**src/rtl/bit_logic_pkg.sv**
```systemverilog
// Shared constants for the bit_logic block: default operand width and zero_flags bit positions.
// Latency: n/a (constants only).
// Backpressure: n/a.
package bit_logic_pkg;

   localparam int WIDTH_DEF = 16;

   // Bit positions inside zero_flags
   localparam int FLAG_AND  = 0;
   localparam int FLAG_OR   = 1;
   localparam int FLAG_XOR  = 2;
   localparam int NUM_FLAGS = 3;

   // All results are zero after reset, so every zero flag is set
   localparam logic [NUM_FLAGS-1:0] FLAGS_RST = 3'b111;

endpackage

```
**src/rtl/bit_logic_core.sv**
```systemverilog
// Purely combinational bitwise AND/OR/XOR of two operands plus per-result zero flags.
// Latency: 0 cycles (combinational).
// Backpressure: none; output follows inputs continuously.
module bit_logic_core
   import bit_logic_pkg::*;
#(
   parameter int WIDTH = WIDTH_DEF
) (
   input  logic signed [WIDTH-1:0]     a,
   input  logic signed [WIDTH-1:0]     b,
   output logic signed [WIDTH-1:0]     and_r,
   output logic signed [WIDTH-1:0]     or_r,
   output logic signed [WIDTH-1:0]     xor_r,
   output logic        [NUM_FLAGS-1:0] zero
);

   // Per-bit Boolean ops; sign is irrelevant since no bit influences another
   always_comb begin
      and_r = a & b;
      or_r  = a | b;
      xor_r = a ^ b;
      zero  = '0;
      zero[FLAG_AND] = (and_r == '0);
      zero[FLAG_OR]  = (or_r  == '0);
      zero[FLAG_XOR] = (xor_r == '0);
   end

endmodule

```
**src/rtl/bit_logic.sv**
```systemverilog
// Registered bitwise AND/OR/XOR of two signed operands with zero flags and a valid strobe.
// Latency: 1 cycle from in_valid to out_valid; one operand pair accepted every cycle.
// Backpressure: none; results hold their last value while in_valid is low.
module bit_logic
   import bit_logic_pkg::*;
#(
   parameter int WIDTH = WIDTH_DEF
) (
   input  logic                        clk,
   input  logic                        rst,
   input  logic                        in_valid,
   input  logic signed [WIDTH-1:0]     in1,
   input  logic signed [WIDTH-1:0]     in2,
   output logic signed [WIDTH-1:0]     and_out,
   output logic signed [WIDTH-1:0]     or_out,
   output logic signed [WIDTH-1:0]     xor_out,
   output logic        [NUM_FLAGS-1:0] zero_flags,
   output logic                        out_valid
);

   logic signed [WIDTH-1:0]     and_c;
   logic signed [WIDTH-1:0]     or_c;
   logic signed [WIDTH-1:0]     xor_c;
   logic        [NUM_FLAGS-1:0] zero_c;

   bit_logic_core #(
      .WIDTH (WIDTH)
   ) u_core (
      .a     (in1),
      .b     (in2),
      .and_r (and_c),
      .or_r  (or_c),
      .xor_r (xor_c),
      .zero  (zero_c)
   );

   // Capture results on accepted operands; reset wins over in_valid and drops any pending result.
   // Flags come from the same-cycle combinational results so they always match the captured data.
   always_ff @(posedge clk) begin
      if (rst) begin
         and_out    <= '0;
         or_out     <= '0;
         xor_out    <= '0;
         zero_flags <= FLAGS_RST;
         out_valid  <= 1'b0;
      end else begin
         out_valid <= in_valid;
         if (in_valid) begin
            and_out    <= and_c;
            or_out     <= or_c;
            xor_out    <= xor_c;
            zero_flags <= zero_c;
         end
      end
   end

endmodule

```
**config.mk**
```make
export PLATFORM = sky130hd
export DESIGN_NAME = bit_logic
export DESIGN_NICKNAME = d
export VERILOG_FILES = /design/src/rtl/bit_logic_pkg.sv /design/src/rtl/bit_logic_core.sv /design/src/rtl/bit_logic.sv
export SDC_FILE = /design/constraint.sdc
export NUM_CORES = 1
export LEC_CHECK = 0
export CORE_ASPECT_RATIO = 0.75
export CORE_MARGIN = 5
export CORE_UTILIZATION = 41
export DETAILED_ROUTE_END_ITERATION = 16
export PLACE_DENSITY = 0.76
export SYNTH_ARGS = -nofsm -noshare
export SYNTH_HDL_FRONTEND = slang
export SYNTH_HIERARCHICAL = 1
export SYNTH_SLANG_ARGS = --single-unit
```
**constraint.sdc**
```tcl
create_clock -name clk -period 1.15 [get_ports clk]
set_input_delay 0.23 -clock clk [delete_from_list [all_inputs] [get_ports clk]]
set_output_delay 0.23 -clock clk [all_outputs]
set_load 0.01 [all_outputs]
```
==> results of run 1 <==
[kinds of logic after synthesis]
kind of cell	Yosys count	share of synthesized area, %
adders and majority gates	32	15.6
DFF	52	40.5
and+or+nand+nor	67	11.8
buffers and inverters	60	12.3
AOI/OAI and AO/OA	3	1.02
muxes	48	18.7
[through the flow]
stage	cell area [um2]	utilization (%)
2_1_floorplan	2570	-
3_3_place_gp	3770	60.9
3_5_place_dp	3770	60.9
6_report	4130	66.7
4_1_cts	4220	68.1
5_1_grt	4130	66.7
[cells in the mapped netlist]
cell type  number
a211o_1         3
and4_1          2
buf_12          5
buf_2           2
buf_6           1
clkbuf_1        4
dfxtp_1        52
ha_1           32
inv_1          48
mux2i_1        48
nand4_1         4
nor2_1         48
nor2b_1         4
nor4_1          9
[placed cells by master (no fill, tap or decap)]
cell type | synthesis | final
mux2i_1 | 48 | 48
nor2_1 | 48 | 48
buf_4 | 0 | 48
inv_1 | 48 | 43
dfxtp_1 | 52 | 40
clkbuf_2 | 0 | 32
dlygate4sd2_1 | 0 | 26
ha_4 | 0 | 21
clkdlybuf4s15_1 | 0 | 13
dfxtp_2 | 0 | 12
clkdlybuf4s15_2 | 0 | 10
ha_2 | 0 | 8
nor4_4 | 0 | 6
clkbuf_8 | 0 | 5
buf_2 | 2 | 5
inv_2 | 0 | 5
nor2b_1 | 4 | 4
nand4_1 | 4 | 4
a211o_1 | 3 | 3
nor4_2 | 0 | 3
ha_1 | 32 | 3
buf_6 | 1 | 3
buf_12 | 5 | 2
and4_1 | 2 | 2
bufinv_16 | 0 | 1
[layer usage]
metal  vias to the layer above  track usage (%)  routed length [um]
li1                       1108                -                   -
met4                         0             5.71                  95
met1                      1066             22.8                3260
met3                         8             6.66                 613
met5                         -                0                   0
met2                        76             34.5                3830
[worst max-delay path, stage by stage]
cell and delay [ps]:
dlygate4sd2_1 230, inv_1 50, ha_1 320, nor4_2 270, and4_1 230, a211o_1 120
[report_power, final]
| group | switching [mW] | total, mW | internal (mW) |
|---|---|---|---|
| sequential | 0.0706 | 1.99 | 1.92 |
| clock | 0.577 | 1.20 | 0.626 |
| combinational | 0.525 | 1.12 | 0.595 |
[how the worst min path moves through the flow]
stage	from	to	slack, ps	depth (start not counted)
finish	rst	or_out[14]$_SDFFE_PP0P_	280	2
CTS	rst	or_out[12]$_SDFFE_PP0P_	260	2
detailed placement	or_out[5]$_SDFFE_PP0P_	or_out[5]$_SDFFE_PP0P_	480	2
global route	rst	and_out[1]$_SDFFE_PP0P_	290	2
global placement	or_out[3]$_SDFFE_PP0P_	or_out[3]$_SDFFE_PP0P_	470	2
floorplan	rst	out_valid$_SDFF_PP0_	450	2
[state kept, by name (all words and copies together) (netlist names)]
register,count
out_valid,1
or_out,16
and_out,16
zero_flags,3
xor_out,16
[final cells by class]
cell class / instances / area (um2)
clock inverter: 1 / 30.0
sequential: 52 / 1060
inverter: 48 / 180
multi-input combinational: 150 / 1600
timing repair buffer: 139 / 1090
clock buffer: 5 / 68.8
fill: 485 / 2060
tap: 81 / 101
[repair_timing]
action / 4_1_cts / 5_1_grt
endpoints found under the setup margin: 62 / 47
gates resized for setup: 200 / 61
buffers inserted: 4 / 2
pin swaps: 21 / 8
==> key figures, run 1 <==
Drt
  • Residual DRC count: 0
  • Drt pass-1 iters: 4
  • Post-route ant nets: 0
  • Via/cell ratio: 4.74
  • Vias: about 2300
  • Avg WL per Cell: 16.4 um
  • Initial DRC Count: 74
  • DRT Wirelength: a little under 8 mm

CTS
  • Max H-tree Level: 2
  • Inserted Clock Buffers: 5
  • Clock Sink Count: 52
  • Clock buffer depth: 2
  • Clock latency on the worst-skew pair: around 300 ps
  • Clock input transition at the sequential cells of the worst setup and hold paths: around 100 ps
  • CTS root buf: clkbuf_8
  • Hold buffers post-CTS: 0
  • CTS tree: done

Synthesis
  • Cell Area, Synth: around 0.0026 mm2
  • Synthesis-stage register bit count: between 50 and 60
  • Sequential area share after synthesis: ~41%
  • Synth warn: 6
  • Net Count, Synth: around 330
  • Leading area contributor after synthesis: dfxtp_1
  • Netlist cell types: 14
  • Post-synthesis area per instance: slightly below 10 um2
  • Synth area leaders: dfxtp_1, mux2i_1, ha_1
  • Yosys top cell area share: approximately two fifths
  • Synthesized netlist cell count: 262

Floorplanning
  • Starting Density: about two fifths
  • Height of the die: between 70 and 80 um
  • Core area: approximately 0.0062 mm2
  • Die area: 0.00796 mm2
  • Die Width: 101 um
  • # rows: 25
  • IO Pins: 87

Setup path
  • Reg2reg start: zero_flags[1]$_SDFFE_PP1P_
  • Reg2Reg Setup Slack: 350 ps
  • Crit path DAT: about 1500 ps
  • Worst r2r dst: zero_flags[1]$_SDFFE_PP1P_
  • Critical path required time: roughly 1400 ps
  • CP Max Fanout: 2
  • Endpoint class of the critical path: flop
  • Crit path from: in1[8]
  • Crit start category: primary input
  • Worst Path Class, Setup: primary input to flop
  • Critical path endpoint: zero_flags[2]$_SDFFE_PP1P_
  • R2R cell count: 2

Finish
  • Layout cell share with drive strength beyond 1: 40.8%
  • Syn-to-layout area delta: 60.7%
  • Layout Nets: roughly 460
  • ANT cells: 0
  • Layout Cells excl Fill: roughly 480

Global route
  • First-pass GRT wire length: between 10 and 15 mm
  • Vias in the first global route: approximately 2500
  • Largest net degree at the start of global routing: 27
  • Grt ovf: 0
  • Initial antenna violation count: 0
  • GRT Total Usage: roughly a fifth

Timing
  • Rel. slew slack: between 80% and 90%
  • Final WS setup: -47.2 ps
  • Tcrit/Tclk final: 104%
  • Worst hold margin: roughly 280 ps
  • Final Hold Viols: 0
  • RSZ-0062 raised after global routing: yes
  • Period minus WS final: 1200 ps
  • Fin Setup TNS: -47.2 ps
  • Final Max Tran Viols: 0
  • Final setup vio count: 1
  • Max Clk Rate: ~840 MHz
  • Layout Skew: 0 ps
  • Worst Max-Slew Pin Slew: 289 ps

Status
  • Status: finished, violations left
  • Failing checks: negative setup slack

Place
  • Inst Count DP: ~470
  • Placer Congestion: around 0.86
  • PortBufs: 86
  • Hpwl dp: between 5 and 6 mm
  • Dpl ws: -734 ps

Job
  • Max-cap violations: 0

Hold path
  • HP Class: primary input to flop

Pwr
  • Maximum VDD drop: ~0.00072 V
  • Tot Pwr: between 4 and 5 mW
  • PD cells: ~1000 mW/mm2
  • Pleak: 2.04 nW
Note: power is estimated with default switching activity, not from simulation.
==> inputs of run 2 (changes only) <==
--- a/config.mk
+++ b/config.mk
@@ -6,10 +6,9 @@
 export NUM_CORES = 1
 export LEC_CHECK = 0
 export CORE_ASPECT_RATIO = 0.75
-export CORE_MARGIN = 5
-export CORE_UTILIZATION = 41
+export CORE_UTILIZATION = 46
 export DETAILED_ROUTE_END_ITERATION = 16
-export PLACE_DENSITY = 0.76
+export PLACE_DENSITY = 0.81
 export SYNTH_ARGS = -nofsm -noshare
 export SYNTH_HDL_FRONTEND = slang
 export SYNTH_HIERARCHICAL = 1
==> constraint.sdc (replaced) <==
create_clock -name clk -period 1.4 [get_ports clk]
set_input_delay 0.28 -clock clk [delete_from_list [all_inputs] [get_ports clk]]
set_output_delay 0.28 -clock clk [all_outputs]
set_load 0.01 [all_outputs]
==> run 2 against run 1 <==
Against the previous run:
- the run now ends clean
- clock skew stayed put
- largest power group unchanged
- clock power fell by 9%
- highest routed layer unchanged
- cell count down 1.1%
- via count up 1.3%
- global-route usage rose by 7.2 points
==> key figures, run 2 (synthesis results as in run 1) <==
Place
  • Cell Area, Placed: approximately 0.0038 mm2
  • Hpwl dp: 5.35 mm
  • Placer Congestion: roughly 0.84
  • Inst Count DP: 461
  • Dpl ws: -512 ps
  • PortBufs: 86

Pwr
  • Maximum VDD drop: 0.000619 V
  • PD cells: ~870 mW/mm2
  • Pleak: 2.27 nW
  • Tot Pwr: 3.66 mW

Finish
  • Largest registers: and_out x16, or_out x16, xor_out x16
  • Layout Nets: 462
  • Commonest cells after routing, fill and taps aside: dlygate4sd2_1, dfxtp_1, buf_4
  • Register area: 0.00104 mm2
  • Footprint of the multi-input gates: around 0.0015 mm2
  • Syn-to-layout area delta: 64.1%
  • # fillers: 355
  • Finished Cell Area: ~0.0042 mm2
  • Layout cell share with drive strength beyond 1: between 20% and 30%
  • ANT cells: 0
  • Layout Cells excl Fill: 471
  • Commonest non-fill, non-tap cell in the layout: dlygate4sd2_1
  • Final Util: around four fifths

Setup path
  • Max stage delay on crit path: ~480 ps
  • CP Max Fanout: 2
  • Worst Path Class, Setup: primary input to flop
  • Worst r2r dst: zero_flags[1]$_SDFFE_PP1P_
  • Slowest stage cell on the critical path: clkdlybuf4s50_1
  • Bufs and invs on worst path: 2
  • Crit path DAT: 1600 ps
  • Cell breakdown of the critical path: clkdlybuf4s50_1 -> buf_4 -> ha_2 -> nor4_2 -> and4_1 -> a211o_1
  • Critical path required time: approximately 1600 ps
  • Reg2Reg Setup Slack: approximately 580 ps
  • CP delay by family, top: buffers and inverters
  • Crit start category: primary input
  • Reg2reg start: zero_flags[1]$_SDFFE_PP1P_
  • Endpoint class of the critical path: flop
  • R2R cell count: 2

Timing
  • Fin Setup TNS: 0 ps
  • Final Hold Viols: 0
  • Final WS setup: between 0.8 and 0.9 ps
  • RSZ-0062 raised after global routing: yes
  • Max Clk Rate: roughly 700 MHz
  • Worst Max-Slew Pin Slew: 462 ps
  • Final Max Tran Viols: 0
  • Tcrit/Tclk final: approximately 100%
  • Worst hold margin: 396 ps
  • Rel. slew slack: 69.2%
  • Period minus WS final: roughly 1400 ps
  • Final setup vio count: 0
  • Layout Skew: 0 ps

CTS
  • Inserted Clock Buffers: 5
  • Max H-tree Level: 2
  • CTS tree: done
  • Hold buffers post-CTS: 0
  • CTS root buf: clkbuf_8
  • Clock buffer depth: 2
  • Clock input transition at the sequential cells of the worst setup and hold paths: approximately 100 ps
  • Clock latency on the worst-skew pair: 300 ps
  • Clock Sink Count: between 50 and 60

Drt
  • Initial DRC Count: 59
  • Via/cell ratio: around 4.9
  • Residual DRC count: 0
  • Avg WL per Cell: 16.4 um
  • Vias: ~2300
  • DRT Wirelength: 7.74 mm
  • Post-route ant nets: 0
  • Drt pass-1 iters: 4

Hold path
  • Hold path endpoint: or_out[12]$_SDFFE_PP0P_
  • HP Class: primary input to flop
  • Hold path depth: 2
  • Hold_sp: rst

Global route
  • GRT Total Usage: ~27%
  • Initial antenna violation count: 0
  • Vias in the first global route: 2372
  • Largest net degree at the start of global routing: 26
  • Grt ovf: 0
  • First-pass GRT wire length: roughly 12 mm

Floorplanning
  • # rows: 23
  • IO Pins: just under 90
  • Core area: between 0.005 and 0.006 mm2
  • Starting Density: between 40% and 50%
  • Height of the die: ~67 um
  • Die area: 0.00589 mm2
  • Die Width: between 80 and 90 um

Job
  • Max-cap violations: 0

Status
  • Status: complete, no violations
[run 2: what timing repair did]
action                     in CTS  in global routing
setup endpoints to repair      54                  3
pin swaps                      13                  5
setup buffers                   2                  0
resized for setup             113                 31
[run 2: final cells by class]
type,instances,share of cell area [%]
multi-input combinational,150,36.7
timing repair buffer,138,29.2
sequential,52,24.7
inverter,48,4.27
tap,75,2.23
clock buffer,6,1.96
clock inverter,2,0.920
[run 2: worst max-delay path by stage]
stage / cells past startpoint / slack [ps] / from / end
after global placement: 6 / -480 / in1[2] / zero_flags[2]$_SDFFE_PP1P_
after CTS: 6 / 2 / in1[10] / zero_flags[0]$_SDFFE_PP1P_
after detailed placement: 6 / -510 / in1[10] / zero_flags[0]$_SDFFE_PP1P_
after floorplan: 5 / 210 / in1[5] / zero_flags[2]$_SDFFE_PP1P_
final: 6 / 0.9 / in2[0] / zero_flags[0]$_SDFFE_PP1P_
after global routing: 6 / -50 / in2[0] / zero_flags[2]$_SDFFE_PP1P_
[run 2: metal layers]
metal  routed length [um]  global-route usage (%)
met5                    0                       0
met2                 3890                    48.9
met1                 3350                    31.5
met3                  394                    6.57
met4                  108                    7.86
[run 2: power by group]
| part | internal, mW | switching, mW | total [mW] |
|---|---|---|---|
| clock | 0.585 | 0.504 | 1.09 |
| combinational | 0.507 | 0.433 | 0.941 |
| sequential | 1.58 | 0.0571 | 1.63 |
